<file path="src/rtl/irq_pkg.sv">
// Shared definitions for the interrupt aggregator: register select codes,
// service FSM states and the ACTIVE_ID register layout.
package irq_pkg;

    localparam logic [1:0] REG_PENDING = 2'd0;
    localparam logic [1:0] REG_MASK    = 2'd1;
    localparam logic [1:0] REG_ACTIVE  = 2'd2;
    localparam logic [1:0] REG_CTRL    = 2'd3;

    localparam int ACTIVE_VALID_BIT = 15;
    localparam int ID_W             = 4;

    typedef enum logic [1:0] {
        IDLE       = 2'd0,
        REQUEST    = 2'd1,
        IN_SERVICE = 2'd2
    } irq_state_t;

endpackage

</file>
<file path="src/rtl/irq_priority_encoder.sv">
// Combinational priority encoder: reports the lowest set index of vec and
// whether any bit is set.
module irq_priority_encoder #(
    parameter int N = 8
) (
    input  logic [N-1:0] vec,
    output logic [3:0]   id,
    output logic         any
);

    always_comb begin
        id = 4'd0;
        // Scan downward so the lowest set index is the last one written.
        for (int i = N - 1; i >= 0; i--) begin
            if (vec[i]) begin
                id = 4'(i);
            end
        end
    end

    assign any = |vec;

endmodule

</file>
<file path="src/rtl/irq_aggregator.sv">
// Collects peripheral interrupts into pending/mask registers, requests the core
// via irq, and tracks the serviced source from ISR entry until rfi.
module irq_aggregator
    import irq_pkg::*;
#(
    parameter int          NUM_SOURCES = 8,
    parameter int          DATA_W      = 16,
    parameter logic [15:0] LEVEL_MASK  = 16'h0000,
    parameter logic [1:0]  PC_SAVE     = 2'h3
) (
    input  logic                   instr_clock,
    input  logic                   reset_n,
    input  logic [NUM_SOURCES-1:0] src,
    input  logic                   isr_ack,
    input  logic [1:0]             pc_mux_control,
    input  logic [1:0]             reg_sel,
    input  logic                   wr_en,
    input  logic [DATA_W-1:0]      wr_data,
    output logic [DATA_W-1:0]      rd_data,
    output logic                   irq
);

    localparam logic [NUM_SOURCES-1:0] LEVEL = LEVEL_MASK[NUM_SOURCES-1:0];

    irq_state_t             state;
    irq_state_t             next_state;
    logic [NUM_SOURCES-1:0] pending;
    logic [NUM_SOURCES-1:0] mask;
    logic [NUM_SOURCES-1:0] src_q;
    logic                   gen;
    logic [ID_W-1:0]        active_id;
    logic                   active_valid;

    logic [NUM_SOURCES-1:0] cand;
    logic [ID_W-1:0]        winner;
    logic                   any;
    logic                   take_ack;
    logic                   take_rfi;
    logic [NUM_SOURCES-1:0] edge_set;
    logic [NUM_SOURCES-1:0] w1c;
    logic [NUM_SOURCES-1:0] ack_clr;
    logic [NUM_SOURCES-1:0] pending_next;
    logic                   unused_wr_bits;

    assign cand = pending & mask & {NUM_SOURCES{gen}};

    irq_priority_encoder #(
        .N (NUM_SOURCES)
    ) u_prio (
        .vec (cand),
        .id  (winner),
        .any (any)
    );

    always_comb begin
        next_state = state;
        unique case (state)
            IDLE:       if (any) next_state = REQUEST;
            REQUEST: begin
                // Losing the candidate before the ack withdraws the request.
                if (!any)         next_state = IDLE;
                else if (isr_ack) next_state = IN_SERVICE;
            end
            IN_SERVICE: if (pc_mux_control == PC_SAVE) next_state = IDLE;
            default:    next_state = IDLE;
        endcase
    end

    assign take_ack = (state == REQUEST) && any && isr_ack;
    assign take_rfi = (state == IN_SERVICE) && (pc_mux_control == PC_SAVE);

    // Edge sources: a fresh edge beats both software W1C and the ack clear.
    assign edge_set     = src & ~src_q;
    assign w1c          = (wr_en && reg_sel == REG_PENDING) ? wr_data[NUM_SOURCES-1:0] : '0;
    assign ack_clr      = take_ack ? (NUM_SOURCES'(1) << winner) : '0;
    assign pending_next = (LEVEL & src)
                        | (~LEVEL & ((pending & ~w1c & ~ack_clr) | edge_set));

    always_ff @(posedge instr_clock) begin
        if (!reset_n) begin
            state        <= IDLE;
            pending      <= '0;
            mask         <= '0;
            src_q        <= '0;
            gen          <= 1'b0;
            active_id    <= '0;
            active_valid <= 1'b0;
            irq          <= 1'b0;
        end else begin
            state   <= next_state;
            irq     <= (next_state == REQUEST);
            src_q   <= src;
            pending <= pending_next;
            if (wr_en && reg_sel == REG_MASK) mask <= wr_data[NUM_SOURCES-1:0];
            if (wr_en && reg_sel == REG_CTRL) gen  <= wr_data[0];
            if (take_ack) begin
                active_id    <= winner;
                active_valid <= 1'b1;
            end else if (take_rfi) begin
                active_valid <= 1'b0;
            end
        end
    end

    always_comb begin
        rd_data = '0;
        unique case (reg_sel)
            REG_PENDING: rd_data[NUM_SOURCES-1:0] = pending;
            REG_MASK:    rd_data[NUM_SOURCES-1:0] = mask;
            REG_ACTIVE: begin
                rd_data[ID_W-1:0]         = active_id;
                rd_data[ACTIVE_VALID_BIT] = active_valid;
            end
            REG_CTRL:    rd_data[0] = gen;
            default:     rd_data = '0;
        endcase
    end

    assign unused_wr_bits = ^wr_data[DATA_W-1:NUM_SOURCES];

endmodule
</file>
<file path="config.mk">
export PLATFORM = sky130hd
export DESIGN_NAME = irq_aggregator
export DESIGN_NICKNAME = d
export VERILOG_FILES = /design/src/rtl/irq_pkg.sv /design/src/rtl/irq_priority_encoder.sv /design/src/rtl/irq_aggregator.sv
export SDC_FILE = /design/constraint.sdc
export NUM_CORES = 1
export LEC_CHECK = 0
export CORE_MARGIN = 3
export CORE_UTILIZATION = 40
export CTS_BUF_LIST = sky130_fd_sc_hd__clkbuf_4 sky130_fd_sc_hd__clkbuf_8
export CTS_CLUSTER_DIAMETER = 40
export DETAILED_ROUTE_END_ITERATION = 10
export GPL_ROUTABILITY_DRIVEN = 1
export PLACE_DENSITY = 0.76
export SYNTH_ARGS = -nofsm -noshare
export SYNTH_HDL_FRONTEND = slang
export SYNTH_SLANG_ARGS = --single-unit
export TNS_END_PERCENT = 100
</file>
<file path="constraint.sdc">
create_clock -name instr_clock -period 3 [get_ports instr_clock]
set_input_delay 0.3 -clock instr_clock [delete_from_list [all_inputs] [get_ports instr_clock]]
set_output_delay 0.3 -clock instr_clock [all_outputs]
set_load 0.02 [all_outputs]
</file>
==> metrics.csv <==
stage,metric,value,unit
global_route,largest net degree at the start of global routing,17,
sta,Slew headroom,0.571,
global_route,gr usage total,0.165,
final_layout,Antenna diodes,0,
final_layout,"most common cell after layout, fill and taps aside",clkdlybuf4s50_1,
cts,CTS HTree Levels,2,
sta,final worst slack,523,ps
routing,Antenna Nets Post-Route,0,
final_layout,"non-filler cells, final",262,
critical_path,"delay-heaviest family, CP",buffers and inverters,
final_layout,Final nets,245,
sta,fin crit period,2480,ps
final_layout,Layout area overhead,29.0,%
cts,setup bufs post-CTS,0,
yosys,number of synthesized flops with an enable pin,0,
place,area of placed instances,1910,sq um
power,Peak supply drop,0.319,mV
critical_path,largest fanout on the critical path,12,
cts,hold buffers post-CTS,0,
critical_path,CP Capture Type,output port,
routing,1st-pass router iterations,4,
place,Detailed Place HPWL,2540,microns
routing,Avg WL per Cell,13.4,microns
floorplanning,Die Width,68.5,microns
place,Place WS,548,ps
yosys,sequential fraction of the synthesis area,0.410,
cts,Resized cells post-CTS,0,
place,Final GP Congestion,0.882,
critical_path,crit-path cells,clkdlybuf4s50_1 -> mux2i_1 -> o21ai_0 -> clkdlybuf4s50_1,
floorplanning,Initial Utilization,0.421,
final_layout,Final Util,0.543,
cts,Sink Count,32,
power,PD cells,506,nW/um^2
routing,Post-route DRC,0,
critical_path,CP Class,in2out,
cts,Skew-Pair Late Insertion Delay,290,ps
sta,Hold Worst Slack,443,ps
place,Buffers on Ports,33,
power,Leakage,0.844,nW
run,Max Cap Viol,0,
critical_path,Critical Path AT,2180,ps
global_route,grt total ovfl,0,
floorplanning,Rows,22,
cts,CTS tree,done,
sta,fmax,404,MHz
final_layout,fraction of layout cells with a size suffix above 1,0.0654,
routing,final WL,3510,microns
critical_path,CP Launch Type,input pin,
final_layout,highest-count cells in the layout ignoring fill and taps,"clkdlybuf4s50_1 (33), dfxtp_1 (32), nand2_1 (19)",
yosys,Syn Std Cell Area,1560,sq um
floorplanning,die area,4700,sq um
place,Post-Place Cells,254,
power,Pwr Total,1.02,mW
sta,Final Hold Violating Endpoints,0,
critical_path,"Largest stage delay, worst path",880,ps
global_route,antenna violations before repair,0,
critical_path,worst r2r path cells,4,
sta,Worst-Margin Slew,642,ps
sta,setup TNS,0,ps
yosys,Mapped Cells,180,
run_status,status,completed,
sta,Final period util,0.826,
min_path,HP Class,reg2reg,
routing,Vias/cell,5.31,
critical_path,"Req. time, crit path",2700,ps
routing,initial drt markers,48,
global_route,first-pass GRT wire length,5610,microns
cts,clock root cell,clkbuf_8,
sta,setup violators final,0,
final_layout,Final Cell Area,2020,sq um
yosys,Unique masters post-synth,38,
cts,CTS buffer count,5,
cts,clock slew at reported path FFs,70,ps
min_path,hold depth,1,
critical_path,Bufs and invs on worst path,2,
sta,RSZ-0062 raised after global routing,false,
yosys,ys flop type,dfxtp_1,
sta,Clock Skews,7.98,ps
global_route,vias in the first global route,1260,
yosys,Synth Register Bits,32,
routing,DR vias,1392,
floorplanning,IO Pins,49,
yosys,Mapped Avg Cell Area,8.69,sq um
cts,Max Root-Sink Buffers,2,
floorplanning,die height,68.5,microns
floorplanning,Core ar.,3720,sq um
critical_path,slowest CP cell,clkdlybuf4s50_1,
critical_path,Critical Path Stages,4,
yosys,ys async rst share,0,
sta,fin. max-slew vios,0,
yosys,Synthesis Warnings,0,
critical_path,crit-path most repeated cell,clkdlybuf4s50_1,
-- registers in the layout (all words and copies together) (netlist names) --
signal,flops
active_id,3
active_valid,1
gen,1
irq,1
mask,8
pending,8
src_q,8
state,2
-- logic make-up (layout without fill, tap and decap cells) --
kind of cell / count (synthesis) / after routing / synth area share
AOI/OAI and AO/OA: 38 / 38 / 0.168
buffers and inverters: 22 / 50 / 0.0720
DFF: 32 / 32 / 0.410
muxes: 17 / 17 / 0.117
other: 1 / 7 / 0.00240
and+or+nand+nor: 70 / 70 / 0.231
-- worst paths after layout --
kind | endpoint | slack [ps] | startpoint
worst max-delay path | rd_data[2] | 520 | reg_sel[0]
worst min-delay path | pending[1] | 440 | src_q[1]
worst max register to register | pending[4] | 1320 | gen
worst min register to register | pending[1] | 440 | src_q[1]
-- synthesized netlist by cell type, drive strengths merged (4+ instances only) --
library cell / number / area share
dfxtp: 32 / 0.41
nand2: 19 / 0.046
mux2i: 16 / 0.10
nor2: 15 / 0.036
and2: 10 / 0.040
a21oi: 9 / 0.029
buf: 9 / 0.040
inv: 7 / 0.017
o21ai: 7 / 0.022
clkbuf: 6 / 0.015
nand3: 6 / 0.019
a22oi: 5 / 0.024
nand4: 5 / 0.020
a31oi: 4 / 0.016
nor2b: 4 / 0.016
-- routing by layer --
layer | GRT usage | wire (microns) | vias to the layer above
li1 | - | - | 697
met1 | 0.217 | 1690 | 652
met2 | 0.247 | 1590 | 39
met3 | 0.0535 | 185 | 4
met4 | 0.0695 | 45 | 0
met5 | 0 | 0 | -
-- where the power goes --
part,switching (mW),internal [mW],leakage (nW)
clock,0.157,0.255,0.0586
sequential,0.0222,0.447,0.263
combinational,0.0673,0.0711,0.522
total,0.246,0.774,0.844
-- area by class of cell --
class	instances	area (sq um)
clock buffer	6	76.3
clock inverter	2	35.0
fill	359	1700
inverter	7	26.3
multi-input combinational	132	833
sequential	32	641
tap	48	60.1
timing repair buffer	35	345
No activity file was read; power rests on OpenSTA's default activity.
